### src/rtl/gba_rom_bus.sv
// GBA cartridge ROM bus sequencer: SEEK/READ commands become
// CS/RD bus cycles with sequential burst reads.
// Ports: CLK, RST_N; cmd_seek/seek_addr/cmd_read in;
//   busy, data_valid, data_out out;
//   CS, RD, WR, A_HI, AD_oe, AD_out out; AD_in in.
module gba_rom_bus #(
  parameter int unsigned SETUP_CYCLES  = 2,
  parameter int unsigned ACCESS_CYCLES = 4,
  parameter int unsigned HOLD_CYCLES   = 1
) (
  input  logic        CLK,
  input  logic        RST_N,
  input  logic        cmd_seek,
  input  logic [23:0] seek_addr,
  input  logic        cmd_read,
  output logic        busy,
  output logic        data_valid,
  output logic [15:0] data_out,
  output logic        CS,
  output logic        RD,
  output logic        WR,
  output logic [7:0]  A_HI,
  output logic        AD_oe,
  output logic [15:0] AD_out,
  input  logic [15:0] AD_in
);

  localparam int unsigned MAXC01 =
    (SETUP_CYCLES > ACCESS_CYCLES) ? SETUP_CYCLES : ACCESS_CYCLES;
  localparam int unsigned MAXC =
    (MAXC01 > HOLD_CYCLES) ? MAXC01 : HOLD_CYCLES;
  localparam int CW = (MAXC > 1) ? $clog2(MAXC) : 1;

  typedef logic [CW-1:0] cnt_t;

  localparam cnt_t S_LD = cnt_t'(SETUP_CYCLES - 1);
  localparam cnt_t A_LD = cnt_t'(ACCESS_CYCLES - 1);
  localparam cnt_t H_LD = cnt_t'(HOLD_CYCLES - 1);

  typedef enum logic [2:0] {
    IDLE, ADDR, LATCH, TURN, STROBE, RECOVER
  } state_t;

  state_t      state_q;
  cnt_t        cnt_q;
  logic [23:0] addr_q;
  logic        open_q;

  logic [23:0] addr_inc;
  logic [23:0] rd_addr;

  assign addr_inc = addr_q + 24'd1;
  // A same-cycle seek wins, so the read starts from seek_addr
  assign rd_addr  = cmd_seek ? seek_addr : addr_q;
  assign WR       = 1'b1;

  always_ff @(posedge CLK or negedge RST_N) begin
    if (!RST_N) begin
      state_q    <= IDLE;
      cnt_q      <= '0;
      addr_q     <= '0;
      open_q     <= 1'b0;
      busy       <= 1'b0;
      data_valid <= 1'b0;
      data_out   <= '0;
      CS         <= 1'b1;
      RD         <= 1'b1;
      A_HI       <= '0;
      AD_oe      <= 1'b0;
      AD_out     <= '0;
    end else begin
      unique case (state_q)
        IDLE: begin
          if (cmd_seek) begin
            addr_q <= seek_addr;
            open_q <= 1'b0;
            CS     <= 1'b1;
          end
          if (cmd_read) begin
            busy <= 1'b1;
            if (open_q && !cmd_seek) begin
              state_q <= STROBE;
              cnt_q   <= A_LD;
              RD      <= 1'b0;
            end else begin
              state_q <= ADDR;
              cnt_q   <= S_LD;
              CS      <= 1'b1;
              AD_oe   <= 1'b1;
              AD_out  <= rd_addr[15:0];
              A_HI    <= rd_addr[23:16];
            end
          end
        end
        ADDR: begin
          if (cnt_q == '0) begin
            state_q <= LATCH;
            CS      <= 1'b0;
          end else begin
            cnt_q <= cnt_q - cnt_t'(1);
          end
        end
        LATCH: begin
          state_q <= TURN;
          AD_oe   <= 1'b0;
          AD_out  <= '0;
          A_HI    <= '0;
        end
        TURN: begin
          state_q <= STROBE;
          cnt_q   <= A_LD;
          RD      <= 1'b0;
        end
        STROBE: begin
          if (cnt_q == '0) begin
            state_q    <= RECOVER;
            cnt_q      <= H_LD;
            RD         <= 1'b1;
            data_out   <= AD_in;
            data_valid <= 1'b1;
            addr_q     <= addr_inc;
            // Cartridge counter only spans 16 bits: close on wrap
            open_q     <= |addr_inc[15:0];
            if (addr_inc[15:0] == 16'h0000) CS <= 1'b1;
          end else begin
            cnt_q <= cnt_q - cnt_t'(1);
          end
        end
        RECOVER: begin
          data_valid <= 1'b0;
          if (cnt_q == '0) begin
            state_q <= IDLE;
            busy    <= 1'b0;
          end else begin
            cnt_q <= cnt_q - cnt_t'(1);
          end
        end
        default: state_q <= IDLE;
      endcase
    end
  end

endmodule

### config.mk
export PLATFORM = sky130hd
export DESIGN_NAME = gba_rom_bus
export DESIGN_NICKNAME = d
export VERILOG_FILES = /design/src/rtl/gba_rom_bus.sv
export SDC_FILE = /design/constraint.sdc
export NUM_CORES = 1
export LEC_CHECK = 0
export ABC_AREA = 1
export BUFFER_PORTS_ARGS = -buffer_cell sky130_fd_sc_hd__buf_2
export CAP_MARGIN = 5
export CORE_MARGIN = 3
export CORE_UTILIZATION = 55
export CTS_CLUSTER_SIZE = 20
export DETAILED_ROUTE_END_ITERATION = 10
export GPL_ROUTABILITY_DRIVEN = 0
export MAX_ROUTING_LAYER = met4
export PLACE_DENSITY = 0.81
export SLEW_MARGIN = 20
export SYNTH_ARGS = -nofsm -noshare
export SYNTH_HDL_FRONTEND = slang
export SYNTH_SLANG_ARGS = --single-unit
export TNS_END_PERCENT = 5
### constraint.sdc
create_clock -name CLK -period 2.6 [get_ports CLK]
set_input_delay 0.13 -clock CLK [delete_from_list [all_inputs] [get_ports CLK]]
set_output_delay 0.13 -clock CLK [all_outputs]
set_load 0.01 [all_outputs]
==> key figures <==
Routing
  • Top Layer Used: met4
  • Final ANT Viol Nets: 0
  • 1st-pass router iterations: 5
  • Met2 routed WL: 5330 um
  • DR vias/cell: 5.37
  • Routed length on met3: 696 um
  • Met1 wire length: 4680 um
  • Final wirelength: 10,900 um
  • DRC viols: 0
  • Routed WL per cell: 14.7 um
  • DR vias: 4,002
  • First DRT Iteration DRCs: 204

Global routing
  • Largest net degree at the start of global routing: 76
  • Initial antenna violation count: 0
  • Vias in the first global route: 3,920
  • Total Routing Usage GR: 27.3%
  • First-pass GRT wire length: 18,300 um
  • Total congestion overflow: 0

Synth
  • Syn Std Cell Area: 4140 sq um
  • Area share of and/or/nand/nor cells after synthesis: 24.8%
  • Post-synthesis sequential area ratio: 45.4%
  • Compound-Gate Fraction of Synth Area: 16.6%
  • Syn nets: 593
  • Syn_area_per_cell: 7.60 sq um
  • Yosys warnings: 0
  • Multiplexer share of the synthesized area: 0.726%
  • Cell count after synthesis: 544
  • Largest family of logic cells by synthesized area: simple AND/OR/NAND/NOR gates
  • Post-synthesis xor/xnor area fraction: 1.91%
  • Library cells used by synthesis: 39
  • Adder-cell share of the synthesized area: 1.51%
  • Yosys reg bits: 75

Timing
  • Tightest Pin Transition: 1.00 ns
  • WHS: 0.105 ns
  • Slew Viols, Final: 0
  • Final worst-path cycle share: 80.7%
  • Setup Viol. Count Final: 0
  • RSZ-0062 raised after global routing: false
  • Final Skew: 0.00790 ns
  • Setup TNS: 0 ns
  • Fmax achieved: 476 MHz
  • Setup ws final: 0.501 ns
  • Final Hold Vio Count: 0
  • Final Critical Period: 2.10 ns
  • Max-Slew Margin vs Limit: 33.0%

Placed design
  • Place WS: 0.563 ns
  • Detailed Place HPWL: 7340 um
  • Dpl cells: 712
  • Placed Area: 4640 sq um
  • Port bufs: 88

Job
  • MaxCap Viol Count: 0

Worst setup path
  • Worst R2R Setup Slack: 0.50 ns
  • Startpoint Class: flip-flop
  • CP max stage delay: 0.58 ns
  • Crit end category: flip-flop
  • Buf/Inv on CP: 1
  • Worst-path fanout max: 23
  • Worst EP required: 2.85 ns
  • CP delay by family, top: simple AND/OR/NAND/NOR gates
  • Crit Path Class: flip-flop to flip-flop
  • Slowest-stage cell, CP: nand2_1
  • Worst-path cell chain: inv_1, nand2_2, nor2_1, nand2_1, o22ai_1
  • Worst Path Arrival: 2.35 ns

Clock network
  • CTS tree: done
  • CTS max path bufs: 2
  • H-tree levels: 3
  • Clk Latency, worst-skew pair: 0.36 ns
  • CTS Buf Count: 9
  • Post-CTS Setup Bufs: 0
  • Clock Tree Root: clkbuf_8
  • Clock transition at path regs: 0.08 ns
  • Sink Count: 75

Finish
  • Fin nets: 693
  • Share of layout cells above drive strength 1: 20.8%
  • Most frequent cells in the layout: nand2_1, buf_2, dfrtp_1
  • Finished Cell Area: 5000 sq um
  • Final core occ: 70.8%
  • Area Growth Syn to Fin: 20.8%
  • Fill cells: 561
  • Commonest non-fill, non-tap cell in the layout: nand2_1
  • Final Instance Count excl. Fillers: 745
  • Antenna Cells: 0

Pwr
  • Design Power: 5.90 mW
  • PD cells: 1180 nW/um^2
  • Leak: 2.57 nW
  • VDD IR-drop max: 0.550 mV

Floorplanning
  • Die width: 92.7 um
  • Initial Utilization: 58.6%
  • Core area: 7060 sq um
  • Rows: 30
  • Height of the chip: 92.7 um
  • I/O pin cnt: 90
  • Die ar.: 8600 sq um

Worst hold path
  • Worst hold path class: primary input to flip-flop

Status
  • Status: complete, no violations
state kept, by name, summed over array words and instances (netlist names):
| signal | cells |
|---|---|
| AD_oe | 1 |
| CS | 1 |
| busy | 1 |
| cnt_q | 2 |
| RD | 1 |
| data_out | 16 |
| state_q | 3 |
| AD_out | 16 |
| A_HI | 8 |
| data_valid | 1 |
| open_q | 1 |
| addr_q | 24 |
metal layers:
layer / GRT usage [%] / vias to the layer above
met5: - / -
met4: 9.77 / 0
met3: 5.85 / 25
met2: 44.0 / 149
met1: 34.3 / 1854
li1: - / 1974
final timing paths:
kind | depth (start not counted) | startpoint | to
worst max-delay path | 5 | state_q[2] | AD_out[8]
worst min-delay path | 3 | cmd_read | busy
worst max register to register | 5 | state_q[2] | AD_out[8]
worst min register to register | 2 | RD | RD
max in group asynchronous | 2 | RST_N | AD_out[14]
min in group asynchronous | 2 | RST_N | A_HI[1]
kinds of logic after synthesis:
logic type | Yosys count
and+or+nand+nor | 234
AOI/OAI and AO/OA | 124
buffers and inverters | 93
DFF | 75
xor gates and xnor gates | 9
adders and majority gates | 5
muxes | 3
other | 1
cell usage after synthesis:
master / number / area [sq um]
nand2_1: 158 / 593
dfrtp_1: 73 / 1830
o21ai_0: 68 / 340
inv_1: 66 / 248
nor2_1: 28 / 105
o22ai_1: 22 / 138
a21oi_1: 21 / 105
nand3_1: 17 / 85.1
clkbuf_1: 11 / 41.3
xor2_1: 9 / 78.8
buf_2: 8 / 40.0
nand4_1: 8 / 50.1
ha_1: 5 / 62.6
nor3_1: 5 / 25.0
nand2_2: 4 / 25.0
nand3_2: 4 / 40.0
nor2_4: 4 / 45.0
inv_2: 3 / 11.3
mux2i_1: 3 / 30.0
nor2_2: 3 / 18.8
a31oi_1: 2 / 12.5
buf_4: 2 / 15.0
dfstp_2: 2 / 52.6
o21a_1: 2 / 15.0
o31ai_1: 2 / 15.0
a211o_1: 1 / 8.76
a211oi_1: 1 / 7.51
a221oi_2: 1 / 15.0
a22oi_1: 1 / 7.51
buf_1: 1 / 3.75
clkinv_1: 1 / 3.75
clkinv_2: 1 / 5.00
conb_1: 1 / 3.75
nand2_4: 1 / 11.3
nand3b_1: 1 / 7.51
nor4_4: 1 / 21.3
o211ai_1: 1 / 7.51
o21ai_1: 1 / 5.00
o21ai_2: 1 / 8.76
report_power, final:
| group | internal [mW] | switching (mW) | total (mW) | leakage [nW] |
|---|---|---|---|---|
| clock | 0.361 | 0.502 | 0.863 | 0.0844 |
| sequential | 1.72 | 0.428 | 2.15 | 0.925 |
| combinational | 1.03 | 1.85 | 2.88 | 1.56 |
| total | 3.11 | 2.78 | 5.90 | 2.57 |
cell type report:
type	count	area, sq um	share of cell area [%]
repair buffers	111	658	13.2
multi-input cells	376	1890	37.8
clock inverters	7	60.1	1.20
well taps	96	120	2.40
inverters	71	268	5.36
clock buffers	9	124	2.48
flip-flops and latches	75	1880	37.6
what timing repair did:
action,in CTS,in global routing
hold buffers,17,0
hold endpoints to repair,89,0
resized for setup,0,0
worst reg2reg max path, stage by stage (launching register included):
cell	delay (ns)
dfrtp_1	0.50
inv_1	0.15
nand2_2	0.11
nor2_1	0.25
nand2_1	0.58
o22ai_1	0.41
No activity file was read; power rests on OpenSTA's default activity.
